File: src/rtl/int_ctrl.sv
// Interrupt aggregation slave: level/edge capture of 8 sources, per-source enable,
// fixed lowest-index priority, registered one-hot request to the core, RIB register port.
module int_ctrl (
  input  logic        clk,
  input  logic        rst,
  input  logic        we_i,
  input  logic [31:0] addr_i,
  input  logic [31:0] data_i,
  output logic [31:0] data_o,
  input  logic [7:0]  src_i,
  output logic [7:0]  int_o
);

  localparam logic [7:0] ADDR_PENDING = 8'h00;
  localparam logic [7:0] ADDR_ENABLE  = 8'h04;
  localparam logic [7:0] ADDR_TRIG    = 8'h08;
  localparam logic [7:0] ADDR_CLAIM   = 8'h0C;

  logic [7:0] r_enable;
  logic [7:0] r_trig;
  logic [7:0] r_prev;
  logic [7:0] r_epend;
  logic [7:0] r_int;

  logic [7:0] w_addr;
  logic       w_wr_enable;
  logic       w_wr_trig;
  logic       w_complete_hit;
  logic [7:0] w_complete_vec;
  logic [7:0] w_rise;
  logic [7:0] w_pend;
  logic [7:0] w_act;
  logic [7:0] w_sel;
  logic [3:0] w_claim_id;
  logic       w_unused_addr;

  assign w_addr        = addr_i[7:0];
  assign w_unused_addr = ^addr_i[31:8];

  assign w_wr_enable    = we_i && (w_addr == ADDR_ENABLE);
  assign w_wr_trig      = we_i && (w_addr == ADDR_TRIG);
  // Out-of-range ids (0 or above 8, any upper bits set) must not clear anything.
  assign w_complete_hit = we_i && (w_addr == ADDR_CLAIM) &&
                          (data_i >= 32'd1) && (data_i <= 32'd8);

  assign w_rise = src_i & ~r_prev;

  genvar gi;
  generate
    for (gi = 0; gi < 8; gi++) begin : g_src
      assign w_complete_vec[gi] = w_complete_hit && (data_i[3:0] == 4'(gi + 1));
      assign w_pend[gi]         = r_trig[gi] ? r_epend[gi] : src_i[gi];

      // A rise in the same cycle as its COMPLETE keeps the request alive.
      always_ff @(posedge clk or posedge rst) begin
        if (rst) begin
          r_epend[gi] <= 1'b0;
        end else if (!r_trig[gi]) begin
          r_epend[gi] <= 1'b0;
        end else if (w_rise[gi]) begin
          r_epend[gi] <= 1'b1;
        end else if (w_complete_vec[gi]) begin
          r_epend[gi] <= 1'b0;
        end
      end
    end
  endgenerate

  assign w_act = w_pend & r_enable;
  assign w_sel = w_act & (~w_act + 8'd1);

  always_comb begin
    w_claim_id = 4'd0;
    for (int i = 7; i >= 0; i--) begin
      if (w_act[i]) begin
        w_claim_id = 4'(i + 1);
      end
    end
  end

  always_ff @(posedge clk or posedge rst) begin
    if (rst) begin
      r_enable <= 8'h00;
      r_trig   <= 8'h00;
      r_prev   <= 8'h00;
      r_int    <= 8'h00;
    end else begin
      r_prev <= src_i;
      r_int  <= w_sel;
      if (w_wr_enable) begin
        r_enable <= data_i[7:0];
      end
      if (w_wr_trig) begin
        r_trig <= data_i[7:0];
      end
    end
  end

  assign int_o = r_int;

  always_comb begin
    data_o = 32'h0;
    case (w_addr)
      ADDR_PENDING: data_o = {24'h0, w_pend};
      ADDR_ENABLE:  data_o = {24'h0, r_enable};
      ADDR_TRIG:    data_o = {24'h0, r_trig};
      ADDR_CLAIM:   data_o = {28'h0, w_claim_id};
      default:      data_o = 32'h0;
    endcase
  end

endmodule

File: config.mk
export PLATFORM = sky130hd
export DESIGN_NAME = int_ctrl
export DESIGN_NICKNAME = d
export VERILOG_FILES = /design/src/rtl/int_ctrl.sv
export SDC_FILE = /design/constraint.sdc
export NUM_CORES = 1
export LEC_CHECK = 0
export ABC_AREA = 1
export BUFFER_PORTS_ARGS = -buffer_cell sky130_fd_sc_hd__buf_2
export CORE_MARGIN = 2
export CORE_UTILIZATION = 42
export CTS_CLUSTER_DIAMETER = 120
export DETAILED_ROUTE_END_ITERATION = 16
export GPL_ROUTABILITY_DRIVEN = 1
export PLACE_DENSITY = 0.77
export REMOVE_ABC_BUFFERS = 1
export SLEW_MARGIN = 20
export SYNTH_ARGS = -nofsm -noshare
export SYNTH_HDL_FRONTEND = slang
export SYNTH_SLANG_ARGS = --single-unit
File: constraint.sdc
create_clock -name clk -period 1.34 [get_ports clk]
set_clock_uncertainty 0.15 [all_clocks]
set_input_delay 0.201 -clock clk [delete_from_list [all_inputs] [get_ports clk]]
set_output_delay 0.201 -clock clk [all_outputs]
set_load 0.02 [all_outputs]
# [Word-level counts from Yosys, hierarchy flattened]
# Index checks and enable logic that the tools add are counted.
[word_totals] inputBits=75 wordCells=94 register_bits=40
[classes] bitwise=5 mux=41 reduce_logical=14 eq_ne=19 add_sub_neg=1 order_cmp=2
[ops] operator="$ge 32x1->1 const B" n=1
[ops] operator="$le 32x4->1 const B" n=1
[ops] operator="$mux 1" n=32
[ops] operator="$mux 4" n=8
[ops] operator="$pmux 8 s4" n=1
[ops] operator="$and 8x8->8" n=3
[ops] operator="$ne 3x1->1 const B" n=8
[ops] operator="$eq 4x3->1 const B" n=4
[ops] operator="$eq 8x4->1 const B" n=2
[ops] operator="$not 8->8" n=2
[ops] operator="$logic_and 1x1->1" n=13
[ops] operator="$add 8x1->8 const B" n=1
[ops] operator="$eq 4x2->1 const B" n=2
[ops] operator="$eq 8x3->1 const B" n=1
[ops] operator="$logic_not 8->1" n=1
[ops] operator="$eq 4x1->1 const B" n=1
[ops] operator="$eq 4x4->1 const B" n=1

# [Logic depth before layout (Yosys ltp)]
# Gate-level depths: netlist of the first run.
[logic_depth] ltp_word=11 mapped_depth=11

# [Worst setup path after synthesis of the first run]
# OpenSTA, ideal clock, no wires.
[synth_timing] path_type="register to output" start="register r_trig[0]" end="output port data_o[3]" required_time_ps=989 slack_ps=-144 arrival_time_ps=1133 stages_incl_launch_ff=8 cell_sequence="dfrtp_1 > nand2_1 > nand2_1 > nand2_1 > nand3_2 > nor2_1 > nand3_1 > nand2_1"
[synth_via] elab_chain_len=4
[synth_lines] element="from (decl)" line_no="20" rtl="logic [7:0] r_trig;"
[synth_lines] element="from (signal assigned)" line_no="94" rtl="r_trig <= data_i[7:0];"
[synth_lines] element="$mux 1" line_no="52" rtl="assign w_pend[gi] = r_trig[gi] ? r_epend[gi] : src_i[gi];"
[synth_lines] element="$and 8x8->8" line_no="69" rtl="assign w_act = w_pend & r_enable;"
[synth_lines] element="$mux 4" line_no="75" rtl="if (w_act[i]) begin"
[synth_lines] element="$pmux 8 s4" line_no="103" rtl="case (w_addr)"
[synth_lines] element="to (decl)" line_no="9" rtl="output logic [31:0] data_o,"
# Every way passes these cells.

# [Worst setup path in the final report of the first run]
[layout_timing] start="register r_trig[0]" end="output port data_o[0]"
[layout_via] elab_chain_len=4
[layout_lines] element="$mux 1" line_no="52"
[layout_lines] element="$and 8x8->8" line_no="69"
[layout_lines] element="via w_act[0]" line_no="32" rtl="logic [7:0] w_act;"
[layout_lines] element="$mux 4" line_no="75"
[layout_lines] element="$pmux 8 s4" line_no="103"
# The timed path passes the listed nets, and every way through them passes these cells.

==> flow_summary_export.csv, run 1 <==
group,metric,value,unit
worst_setup_path,required,0.99,ns
power_and_ir_drop,pwr_density_cell,713,nW/um2
worst_setup_path,worstSetupStartpointType,"flip-flop",
die,design.core.area,5510,um2
worst_setup_path,endpoint_kind,"output port",
die,dieHeight,79.7,um
synthesis,yosysUniqueCellTypes,24,
route,wl_per_cell,12.3,um
die,die_x,79.7,um
run_status,status,"complete, but fails checks",
route,drc,0,
global_route,grt_start_max_net_pins,41,
finish,final_area,3790,um2
flow_run,max_cap_violations,0,
power_and_ir_drop,ir_drop,0.000477,V
synthesis,yosysSeqAreaShare,41.6,%
synthesis,syn_area_per_cell,7.27,um2
synthesis,synthTopCellsByArea,"dfrtp_1, nand2_1, buf_4",
route,via_per_inst,4.71,
synthesis,ys_warn_count,0,
placed_design,place_worst_setup_slack,-0.381,ns
timing,rsz0062_at_grt,"true",
timing,maxSlewViolCount,0,
synthesis,synth_edf_count,0,
synthesis,synthCells,331,
clock_tree,cts_buffers,5,
clock_tree,cts_root_buffer,"clkbuf_8",
worst_setup_path,cp.arrival,1.57,ns
power_and_ir_drop,leakagePower,2.13,nW
die,rows,27,
route,routed_wl,6850,um
finish,nNetsFinal,558,
synthesis,yosysTopAreaCell,"dfrtp_1",
timing,min_period,1.92,ns
global_route,antenna_found_initial,0,
finish,area_growth,57.6,%
synthesis,synthArstFlopShare,100,%
clock_tree,ctsHtreeMaxLevel,2,
finish,drive_gt1_share,49.2,%
worst_setup_path,critical_path_class,"flip-flop to output port",
die,start_util,43.7,%
synthesis,netlist_area,2410,um2
finish,antenna_cells,0,
die,io_pins,115,
timing,setup_slack,-0.584,ns
route,vias,2621,
placed_design,dp_hpwl,4370,um
route,drt_first_pass_iters,5,
power_and_ir_drop,p_total,2.70,mW
clock_tree,clk_latency,0.30,ns
synthesis,synth_common_cells,"nand2_1, dfrtp_1, nor2_1, inv_1, buf_4",
global_route,grt_pass1_vias,2501,
clock_tree,clk_pin_slew,0.08,ns
route,final_antenna_net_count,0,
synthesis,ys_seq_elements,40,
global_route,grt-ovfl-total,0,
synthesis,synth_most_common_cell,"nand2_1",
timing,timing.fmax,0.520,GHz
route,drtIter0Drc,156,
worst_setup_path,crit_fanout,5,
timing,period_share,144,%
global_route,grt_pass1_wl,10600,um
clock_tree,cts_tree,"yes",
placed_design,io_buffers,66,
synthesis,synth-main-ff-cell,"dfrtp_1",
die,dieArea,6350,um2
placed_design,gp_congestion,0.876,
worst_hold_path,min_path_type,"primary input to flip-flop",
clock_tree,cts_sinks,40,
timing,whs,0.0321,ns
timing,finalSetupViolations,13,
placed_design,place_area,3140,um2
run_status,violations,"negative setup slack",
clock_tree,cts_max_path_buffers,2,
global_route,grt_use_total,21.6,%
timing,hold_viol,0,
synthesis,netlist.area_leader.share,41.6,%
[cell type report]
| cell class | instances | area [um2] |
|---|---|---|
| Fill cell | 440 | 1720 |
| Multi-Input combinational cell | 244 | 1370 |
| Timing Repair Buffer | 148 | 1050 |
| Sequential cell | 40 | 1000 |
| Inverter | 44 | 185 |
| Clock buffer | 8 | 90.1 |
| Tap cell | 72 | 90.1 |
[worst max-delay path: stages (launching register included)]
cell and delay, ns:
dfrtp_1 0.42, inv_2 0.08, nand2_2 0.05, nand2_2 0.09, nand2_4 0.08, inv_2 0.07, nor2_2 0.04, nor2_1 0.14
nand2_1 0.10, nand2_2 0.07, buf_6 0.11
[layout by cell type (no fill, tap or decap), types with 2 or more instances in the layout]
| cell | count |
|---|---|
| nor3_2 | 2 |
| nor3_1 | 7 |
| buf_4 | 66 |
| conb_1 | 24 |
| nand2_8 | 2 |
| o211ai_1 | 2 |
| nand2_4 | 4 |
| nand3b_1 | 6 |
| clkbuf_8 | 6 |
| dfrtp_1 | 40 |
| dlygate4sd3_1 | 9 |
| buf_6 | 14 |
| nor2_4 | 6 |
| nand2_2 | 31 |
| nand3_1 | 9 |
| nand3_4 | 2 |
| nand2_1 | 84 |
| nor2_1 | 29 |
| buf_2 | 58 |
| nor3_4 | 2 |
| o21ai_2 | 18 |
| nor2_2 | 5 |
| nand3_2 | 6 |
| inv_2 | 10 |
| inv_1 | 30 |
| clkbuf_1 | 2 |
| a21oi_1 | 2 |
[layer usage]
layer	vias to the layer above	share of wire, %	GRT usage, %
met5	-	0	0
met4	0	2.7	7.93
met3	21	7.3	6.90
met2	111	52	39.2
met1	1209	38	23.4
li1	1280	-	-
[kinds of logic after synthesis]
family	Yosys count	synth area share [%]
flops	40	41.6
simple gates	197	35.4
other cells	1	0.156
buf+inv	70	15.4
compound gates	23	7.49
[timing repair]
item / in CTS / in global routing
hold buffers: 9 / 0
resized for setup: 54 / 51
setup endpoints to repair: 13 / 29
endpoints found under the hold margin: 48 / 0
setup buffers: 17 / 7
pin swaps: 16 / 26
[state kept, by name, indices dropped and copies added (netlist names)]
register  count
r_prev        8
int_o         8
r_trig        8
r_epend       8
r_enable      8
[stage by stage]
| step | instances | TNS, ns | util (%) |
|---|---|---|---|
| after floorplan | 328 | -0.463 | - |
| after global placement | 521 | -6.51 | 56.9 |
| after detailed placement | 521 | -7.65 | 56.9 |
| after CTS | 554 | -3.88 | 65.6 |
| after global routing | 556 | -4.66 | 68.8 |
| final | 556 | -3.51 | 68.8 |
[final timing paths]
path	start	end	slack [ns]	cells past startpoint
min reg2reg	r_prev[6]$_DFF_PP0_	r_epend[6]$_DFFE_PP0P_	0.34	2
min	src_i[3]	r_epend[3]$_DFFE_PP0P_	0.03	3
max	r_trig[0]$_DFFE_PP0P_	data_o[0]	-0.58	10
max reg2reg	r_trig[0]$_DFFE_PP0P_	int_o[7]$_DFF_PP0_	-0.10	8
max in group asynchronous	rst	r_trig[5]$_DFFE_PP0P_	0.49	4
min in group asynchronous	rst	int_o[0]$_DFF_PP0_	0.34	4
[report_power, final]
part	leakage [nW]	internal [mW]	switching, mW
registers	0.536	1.25	0.0277
clock network	0.0455	0.420	0.421
logic	1.55	0.264	0.319
total	2.13	1.94	0.767
Power figures use the tool's default switching activity.
==> run 2: changes to the inputs <==
==> constraint.sdc (replaced) <==
create_clock -name clk -period 1.34 [get_ports clk]
set_clock_uncertainty 0.15 [all_clocks]
set_input_delay 0.134 -clock clk [delete_from_list [all_inputs] [get_ports clk]]
set_output_delay 0.134 -clock clk [all_outputs]
set_load 0.02 [all_outputs]
==> flow_summary_export.csv, run 2 (same netlist as run 1, synthesis figures left out) <==
group,metric,value,unit
die,die_x,79.7,um
timing,setup_slack,-0.471,ns
worst_setup_path,r2r-start,"r_trig[2]$_DFFE_PP0P_",
worst_setup_path,worstRegToRegCells,6,
worst_setup_path,required,1.06,ns
worst_setup_path,worstSetupStartpointType,"flip-flop",
placed_design,gp_congestion,0.873,
die,design.core.area,5510,um2
finish,area_growth,48.3,%
route,drt_first_pass_iters,4,
run_status,violations,"negative setup slack",
die,start_util,43.7,%
die,dieArea,6350,um2
finish,drive_gt1_share,45.4,%
power_and_ir_drop,ir_drop,0.000350,V
route,wl_per_cell,11.9,um
clock_tree,ctsHtreeMaxLevel,2,
clock_tree,clk_pin_slew,0.07,ns
placed_design,place_inst,513,
route,drc,0,
worst_setup_path,cp.arrival,1.53,ns
power_and_ir_drop,pwr_density_cell,720,nW/um2
route,vias,2524,
worst_setup_path,cpMaxStageDelayCell,"dfrtp_1",
global_route,grt_pass1_wl,9800,um
worst_setup_path,cp_cell_sequence,"nand2_1 -> nand2_1 -> nand2_2 -> nand3_4 -> nor2_1 -> nand3_1 -> nand2_1 -> buf_6",
die,dieHeight,79.7,um
worst_setup_path,endpoint_kind,"output port",
worst_setup_path,crit_fanout,4,
timing,period_share,135,%
flow_run,max_cap_violations,0,
timing,finalSetupViolations,10,
route,via_per_inst,4.65,
finish,post-route-util,64.8,%
finish,antenna_cells,0,
clock_tree,cts_root_buffer,"clkbuf_8",
clock_tree,clk_latency,0.29,ns
global_route,grt_pass1_vias,2293,
timing,hold_viol,0,
die,io_pins,115,
global_route,grt-ovfl-total,0,
clock_tree,cts_buffers,5,
die,rows,27,
worst_hold_path,min_path_type,"primary input to flip-flop",
power_and_ir_drop,p_total,2.57,mW
worst_hold_path,hold_path_startpoint,"data_i[6]",
route,drtIter0Drc,123,
run_status,status,"complete, but fails checks",
finish,n_fill_cell,488,
timing,whs,0.00785,ns
worst_setup_path,slowest_delay,0.41,ns
finish,final_area,3570,um2
timing,rsz0062_at_grt,"true",
timing,setup_tns,-2.54,ns
route,final_antenna_net_count,0,
clock_tree,cts_max_path_buffers,2,
finish,fin_cells,543,
worst_hold_path,min_path_cells,3,
placed_design,dp_hpwl,4280,um
worst_setup_path,critical_path_class,"flip-flop to output port",
clock_tree,cts_sinks,40,
power_and_ir_drop,leakagePower,2.05,nW
clock_tree,cts_tree,"yes",
finish,nNetsFinal,546,
placed_design,io_buffers,66,
route,routed_wl,6490,um
worst_setup_path,reg2reg_to,"int_o[4]$_DFF_PP0_",
worst_setup_path,r2r_slack,-0.06,ns
worst_hold_path,hold_path_end,"r_trig[6]$_DFFE_PP0P_",
timing,maxSlewViolCount,0,
worst_setup_path,cp_common_cell,"nand2_1",
placed_design,place_worst_setup_slack,-0.268,ns
global_route,grt_use_total,19.8,%
finish,layout_common_cells,"nand2_1, buf_2, buf_4",
placed_design,place_area,3080,um2
global_route,antenna_found_initial,0,
finish,final_common_cell,"nand2_1",
global_route,grt_start_max_net_pins,41,
timing,timing.fmax,0.552,GHz
timing,min_period,1.81,ns
==> run 2: changes by cell type in the layout (fill, tap and decap cells not counted), sizes merged <==
cell,before,now
inv,43,42
buf,139,127
clkbuf,8,6
clkinv,1,3
==> run 2: power by group <==
part,switching [mW],internal [mW]
combinational,0.297,0.237
clock,0.404,0.354
sequential,0.0264,1.25
total,0.727,1.84
==> run 2: critical path, delay by kind of cell, from the launching register on <==
kind | cells | cell delay (ns)
buffers and inverters | 1 | 0.12
and+or+nand+nor | 7 | 0.71
DFF | 1 | 0.41
==> run 2: layer usage <==
metal  routed length (um)  up-vias  track usage (%)  part of all wire (%)
met3                  480        6             4.86                   7.4
met1                 2590     1168             23.5                    40
met4                   63        0             6.21                  0.97
met5                    0        -                0                     0
li1                     -     1248                -                     -
met2                 3360      102             35.0                    52
==> run 2: final cells by class <==
class	instances	area, um2	share of cell area [%]
clock buffers	6	72.6	2.03
clock inverters	1	5.00	0.140
inverters	44	168	4.70
multi-input cells	244	1280	36.0
flip-flops and latches	40	1000	28.1
well taps	72	90.1	2.52
repair buffers	136	948	26.6
==> run 2: worst max-delay path by stage <==
stage	startpoint	to	depth (start not counted)
3_5_place_dp	addr_i[5]	data_o[1]	9
2_1_floorplan	r_trig[0]$_DFFE_PP0P_	data_o[3]	7
5_1_grt	r_trig[1]$_DFFE_PP0P_	data_o[3]	9
6_report	r_trig[2]$_DFFE_PP0P_	data_o[3]	8
4_1_cts	r_trig[5]$_DFFE_PP0P_	data_o[2]	9
3_3_place_gp	addr_i[5]	data_o[1]	9
==> run 2: timing repair <==
item                                    CTS  global route
hold buffers                              9             0
hold endpoints to repair                 52             0
buffers inserted                          9            11
gates resized for setup                  41            33
pin swaps                                20            25
endpoints found under the setup margin   12            15
